## src/rtl/regfile_sb_if.sv

```systemverilog
// Decode/issue and write-back bus for the scoreboarded register file.
// The master side is the pipeline; the slave side is regfile_sb.
interface regfile_sb_if #(
  parameter int WIDTH = 16,
  parameter int NREGS = 8
);
  localparam int AW = $clog2(NREGS);
  localparam int NB = WIDTH / 8;

  logic             WE;
  logic [AW-1:0]    DR;
  logic [NB-1:0]    BE;
  logic [WIDTH-1:0] bus;
  logic [AW-1:0]    SR1;
  logic [AW-1:0]    SR2;
  logic [WIDTH-1:0] RA;
  logic [WIDTH-1:0] RB;
  logic             busy_a;
  logic             busy_b;
  logic             issue_valid;
  logic [AW-1:0]    issue_dr;
  logic             issue_ready;
  logic             flush;
  logic [NREGS-1:0] busy_vec;

  modport master (
    output WE, DR, BE, bus, SR1, SR2, issue_valid, issue_dr, flush,
    input  RA, RB, busy_a, busy_b, issue_ready, busy_vec
  );

  modport slave (
    input  WE, DR, BE, bus, SR1, SR2, issue_valid, issue_dr, flush,
    output RA, RB, busy_a, busy_b, issue_ready, busy_vec
  );
endinterface

```

## src/rtl/regfile_sb.sv

```systemverilog
// Parametrised register file with byte-strobed write port, write-through
// bypass on both read ports, and a per-register write-pending scoreboard.
module regfile_sb #(
  parameter int WIDTH = 16,
  parameter int NREGS = 8
) (
  input  logic          clk,
  input  logic          reset,
  regfile_sb_if.slave   rf
);
  localparam int AW = $clog2(NREGS);
  localparam int NB = WIDTH / 8;

  logic [WIDTH-1:0] r_regs [NREGS];
  logic [NREGS-1:0] r_busy;
  logic [NREGS-1:0] w_busy_nxt;
  logic             w_hit_a;
  logic             w_hit_b;
  logic             w_hit_issue;
  logic             w_accept;

  function automatic logic [WIDTH-1:0] merge(
    input logic [WIDTH-1:0] old_v,
    input logic [WIDTH-1:0] new_v,
    input logic [NB-1:0]    be
  );
    logic [WIDTH-1:0] res;
    res = old_v;
    for (int unsigned k = 0; k < NB; k++) begin
      if (be[k]) res[8*k +: 8] = new_v[8*k +: 8];
    end
    return res;
  endfunction

  assign w_hit_a     = rf.WE & (rf.DR == rf.SR1);
  assign w_hit_b     = rf.WE & (rf.DR == rf.SR2);
  assign w_hit_issue = rf.WE & (rf.DR == rf.issue_dr);

  // Bypass is masked while reset is low so the read ports show the cleared array.
  assign rf.RA = (w_hit_a & reset) ? merge(r_regs[rf.SR1], rf.bus, rf.BE) : r_regs[rf.SR1];
  assign rf.RB = (w_hit_b & reset) ? merge(r_regs[rf.SR2], rf.bus, rf.BE) : r_regs[rf.SR2];

  assign rf.busy_a      = r_busy[rf.SR1] & ~w_hit_a;
  assign rf.busy_b      = r_busy[rf.SR2] & ~w_hit_b;
  assign rf.issue_ready = ~r_busy[rf.issue_dr] | w_hit_issue;
  assign rf.busy_vec    = r_busy;
  assign w_accept       = rf.issue_valid & rf.issue_ready;

  // Later assignments win: retire, then new reservation, then flush.
  always_comb begin
    w_busy_nxt = r_busy;
    if (rf.WE)    w_busy_nxt[rf.DR]       = 1'b0;
    if (w_accept) w_busy_nxt[rf.issue_dr] = 1'b1;
    if (rf.flush) w_busy_nxt              = '0;
  end

  always_ff @(posedge clk or negedge reset) begin
    if (!reset) begin
      for (int unsigned i = 0; i < NREGS; i++) r_regs[i] <= '0;
      r_busy <= '0;
    end else begin
      r_busy <= w_busy_nxt;
      if (rf.WE) begin
        for (int unsigned k = 0; k < NB; k++) begin
          if (rf.BE[k]) r_regs[rf.DR][8*k +: 8] <= rf.bus[8*k +: 8];
        end
      end
    end
  end
endmodule
```

## src/flat_wrapper.sv

```systemverilog
// flat-port wrapper written by rule: the top's interface ports become plain ports
module regfile_sb_flat 
#(
  parameter int WIDTH = 16,
  parameter int NREGS = 8
)
  (clk, reset, rf_WE, rf_DR, rf_BE, rf_bus, rf_SR1, rf_SR2, rf_issue_valid, rf_issue_dr, rf_flush, rf_RA, rf_RB, rf_busy_a, rf_busy_b, rf_issue_ready, rf_busy_vec);
  regfile_sb_if #(.WIDTH(WIDTH), .NREGS(NREGS)) rf_i ();
  input  logic clk;
  input  logic reset;
  input wire logic [$bits(rf_i.WE)-1:0] rf_WE;
  input wire logic [$bits(rf_i.DR)-1:0] rf_DR;
  input wire logic [$bits(rf_i.BE)-1:0] rf_BE;
  input wire logic [$bits(rf_i.bus)-1:0] rf_bus;
  input wire logic [$bits(rf_i.SR1)-1:0] rf_SR1;
  input wire logic [$bits(rf_i.SR2)-1:0] rf_SR2;
  input wire logic [$bits(rf_i.issue_valid)-1:0] rf_issue_valid;
  input wire logic [$bits(rf_i.issue_dr)-1:0] rf_issue_dr;
  input wire logic [$bits(rf_i.flush)-1:0] rf_flush;
  output wire logic [$bits(rf_i.RA)-1:0] rf_RA;
  output wire logic [$bits(rf_i.RB)-1:0] rf_RB;
  output wire logic [$bits(rf_i.busy_a)-1:0] rf_busy_a;
  output wire logic [$bits(rf_i.busy_b)-1:0] rf_busy_b;
  output wire logic [$bits(rf_i.issue_ready)-1:0] rf_issue_ready;
  output wire logic [$bits(rf_i.busy_vec)-1:0] rf_busy_vec;
  assign rf_i.WE = rf_WE;
  assign rf_i.DR = rf_DR;
  assign rf_i.BE = rf_BE;
  assign rf_i.bus = rf_bus;
  assign rf_i.SR1 = rf_SR1;
  assign rf_i.SR2 = rf_SR2;
  assign rf_i.issue_valid = rf_issue_valid;
  assign rf_i.issue_dr = rf_issue_dr;
  assign rf_i.flush = rf_flush;
  assign rf_RA = rf_i.RA;
  assign rf_RB = rf_i.RB;
  assign rf_busy_a = rf_i.busy_a;
  assign rf_busy_b = rf_i.busy_b;
  assign rf_issue_ready = rf_i.issue_ready;
  assign rf_busy_vec = rf_i.busy_vec;
  regfile_sb #(.WIDTH(WIDTH), .NREGS(NREGS)) u_core (.clk(clk), .reset(reset), .rf(rf_i));
endmodule
```

## config.mk

```make
export PLATFORM = sky130hd
export DESIGN_NAME = regfile_sb_flat
export DESIGN_NICKNAME = d
export VERILOG_FILES = /design/src/rtl/regfile_sb_if.sv /design/src/rtl/regfile_sb.sv /design/src/flat_wrapper.sv
export SDC_FILE = /design/constraint.sdc
export NUM_CORES = 1
export LEC_CHECK = 0
export CAP_MARGIN = 20
export CORE_MARGIN = 4
export CORE_UTILIZATION = 35
export CTS_CLUSTER_DIAMETER = 80
export DETAILED_ROUTE_END_ITERATION = 12
export PLACE_DENSITY = 0.6
export RECOVER_POWER = 50
export SKIP_CTS_REPAIR_TIMING = 1
export SYNTH_ARGS = -nofsm -noshare
export SYNTH_HDL_FRONTEND = slang
export SYNTH_SLANG_ARGS = --single-unit
export TNS_END_PERCENT = 10
```

## constraint.sdc

```tcl
create_clock -name clk -period 7.6 [get_ports clk]
set_input_delay 2.28 -clock clk [delete_from_list [all_inputs] [get_ports clk]]
set_output_delay 2.28 -clock clk [all_outputs]
set_load 0.005 [all_outputs]
```

==> summary.md, run 1 <==
| Metric | Value |
|---|---|
| Cell variety after synth | 41 |
| FF+latch area | 3400 µm² |
| Family with the most delay on the worst path | buffers and inverters |
| Complex-gate fraction of the synthesized area | 1.59% |
| Syn Nets | 572 |
| Post-synth top cells | dfrtp_1, mux2_1, mux4_1 |
| Clock sink count | 136 |
| FF+latch count, synth | 136 |
| Largest net degree at the start of global routing | 70 |
| Leakage power | 4.20 nW |
| Bufs on Longest Clock Path | 2 |
| Logic pwr share | 26.6% |
| Area Growth Syn to Fin | 17.2% |
| Worst-path cell chain | clkdlybuf4s50_1, xor2_1, nor3_2, nand4_4, mux2_2, clkdlybuf4s50_1 |
| Worst EP arrival | 4.84 ns |
| Slew @ Worst Pin | 2.80 ns |
| Die H | 163 µm |
| Initial antenna violation count | 0 |
| Count leader, synth | dfrtp_1 |
| Clock transition at path regs | 0.05 ns |
| RSZ-0062 raised after global routing | false |
| Clock network power share | 32.1% |
| Placed inst area | 9260 µm² |
| Pwr per Cell Area | 247 nW/µm² |
| Synth area leader | dfrtp_1 |
| First-pass GRT wire length | 32,700 µm |
| Routed wire per std cell | 22.3 µm |
| CP bufs+invs | 2 |
| Filler cell count | 2,128 |
| Share of the synthesized area in the top cell type | 40.7% |
| Via density | 5.47 |
| Sw frac | 25.4% |
| Initial Util | 35.6% |
| Routability cong. | 0.770 |
| # port buffers | 77 |
| Fmax | 140 MHz |
| DR iter-0 viols | 333 |
| Die Wd | 163 µm |
| Share of post-route cells with drive strength above 1 | 22.5% |
| Syn_area_per_cell | 15.6 µm² |
| Commonest register cell after synthesis | dfrtp_1 |
| Post-Synthesis Cells | 537 |
| CP Max Fanout | 10 |
| CTS tree | done |
| Final worst path period share | 93.7% |
| Net Switching | 615 µW |
| Min cycle time layout | 7.12 ns |
| # IOs | 78 |
| Max incr delay on CP | 0.66 ns |
| Root Driver | clkbuf_16 |
| Antenna diodes | 0 |
| Synth Cell Area | 8370 µm² |
| Vias in the first global route | 5,626 |
| Design Area, Final | 9810 µm² |
| Register area share after synthesis | 40.7% |
| Cts bufs inserted | 17 |
| Row cnt | 56 |
| Final Max Slew Viols | 123 |
| HPWL Detailed | 13,800 µm |
| DR vias | 5,088 |
| Peak VDD IR | 0.111 mV |
| Worst Skew | 0.00322 ns |
| Final ANT Viol Nets | 0 |
| Slew HR | -86.7% |
| Hold Worst Slack | 0.502 ns |
| Synth Area in XOR/XNOR | 0.942% |
| Crit path required time | 5.32 ns |
| Worst-Skew Late Latency | 0.41 ns |
| CP Capture Type | output port |
| CP Class | primary input to output port |
| Post-synthesis simple-gate area fraction | 4.25% |
| Mux contribution to synthesized area | 47.9% |
| Gr usage total | 16.2% |
| Die area | 26,400 µm² |
| Total wire length | 20,800 µm |
| Synth Warn # | 0 |
| Worst Hold Class | register to register |
| Asr flop ratio synth | 100% |
| Flop pwr share | 41.2% |
| Post-Synth Adder-Cell Area | 0% |
| Max Cap Violations | 2 |
| Worst path most repeated cell | clkdlybuf4s50_1 |
| Status | complete, but fails checks |
| Drt first pass iters | 4 |
| Final net count | 634 |
| Failing checks | max-capacitance violations, max-slew violations |
| Setup TNS | 0 ns |
| Htree depth | 4 |
| Power Internal | 1.80 mW |
| Multi-input gate area | 4580 µm² |
| Hold Violations, Final | 0 |
| DRC viols | 0 |
| Dominant cells by area after synthesis | dfrtp_1, mux2_1, mux4_1 |
| Critical path launch point type | primary input |
| Final setup fails | 0 |
| Number of flops mapped to enable cells by yosys | 0 |
| Core footprint | 23,500 µm² |
| Main combinational cell family by area after synthesis | multiplexers |
| Gr ovfl total | 0 |
| Critical Path Slowest Stage Cell | clkdlybuf4s50_1 |
placed cells by master (no fill, tap or decap), types with 5 or more instances in the layout:
cell type,count
clkinv_2,7
a21oi_1,5
clkdlybuf4s50_1,65
xor2_1,6
clkbuf_1,5
mux2_1,128
buf_4,8
dfrtp_1,136
clkbuf_16,17
nand3_1,5
dlygate4sd3_1,9
mux4_1,48
mux2_4,22
nand2_1,17
inv_1,6
mux2_2,42
mux4_2,21
nor2_1,7
nor2_2,6
o21ai_0,6
power by group through the flow:
stage	sequential [mW]	clock, mW	combinational [mW]
4_1_cts	0.995	0.795	0.658
3_5_place_dp	1.01	0	0.655
6_report	0.997	0.778	0.645
2_1_floorplan	0.962	0	0.446
3_3_place_gp	0.982	0	0.638
5_1_grt	1.02	0.830	0.697
through the flow:
step / setup WS, ns / cells / util (%) / power, mW
after floorplan: 1.62 / 537 / - / 1.41
after global placement: 0.590 / 899 / 39.4 / 1.62
after detailed placement: 0.505 / 899 / 39.4 / 1.66
after CTS: 0.506 / 931 / 41.8 / 2.45
after global routing: 0.409 / 931 / 41.8 / 2.54
final: 0.482 / 931 / 41.8 / 2.42
sequential cells by signal, indices dropped and copies added (netlist names):
name                flops
u_core.r_regs         128
u_core.rf.busy_vec      8
per-layer routing:
layer	vias to the layer above	global-route usage (%)	wire length [µm]
met4	0	4.65	314
met1	2695	22.0	9400
met2	130	26.2	10100
li1	2242	-	-
met5	-	0	0
met3	21	3.67	994
kinds of logic after synthesis:
kind of cell | count (synthesis)
flops | 136
xor+xnor | 9
simple gates | 56
compound gates | 21
mux | 264
buf+inv | 51
final cells by class:
type                    instances  area share (%)
repair buffers                 88            8.67
clock inverters                10            1.05
inverters                       6           0.230
flip-flops and latches        136            34.7
multi-input cells             350            46.7
clock buffers                  22            4.63
well taps                     319            4.07
final timing paths:
check / start / end / slack [ns] / cells past startpoint
hold reg to reg: u_core.r_regs[111] / u_core.r_regs[111] / 0.50 / 1
hold / removal: u_core.r_regs[111] / u_core.r_regs[111] / 0.50 / 1
setup / recovery: rf_DR[1] / rf_RA[3] / 0.48 / 6
min in group asynchronous: reset / u_core.r_regs[48] / 1.74 / 1
max in group asynchronous: reset / u_core.r_regs[5] / 1.68 / 3
setup reg to reg: u_core.rf.busy_vec[0] / u_core.rf.busy_vec[5] / 6.25 / 4
Power figures use the tool's default switching activity.
==> inputs of run 2 (changes only) <==
- CAP_MARGIN: 20 -> not set
==> results of run 2 <==
Final layout, timing and power as in run 1 (identical DEF).
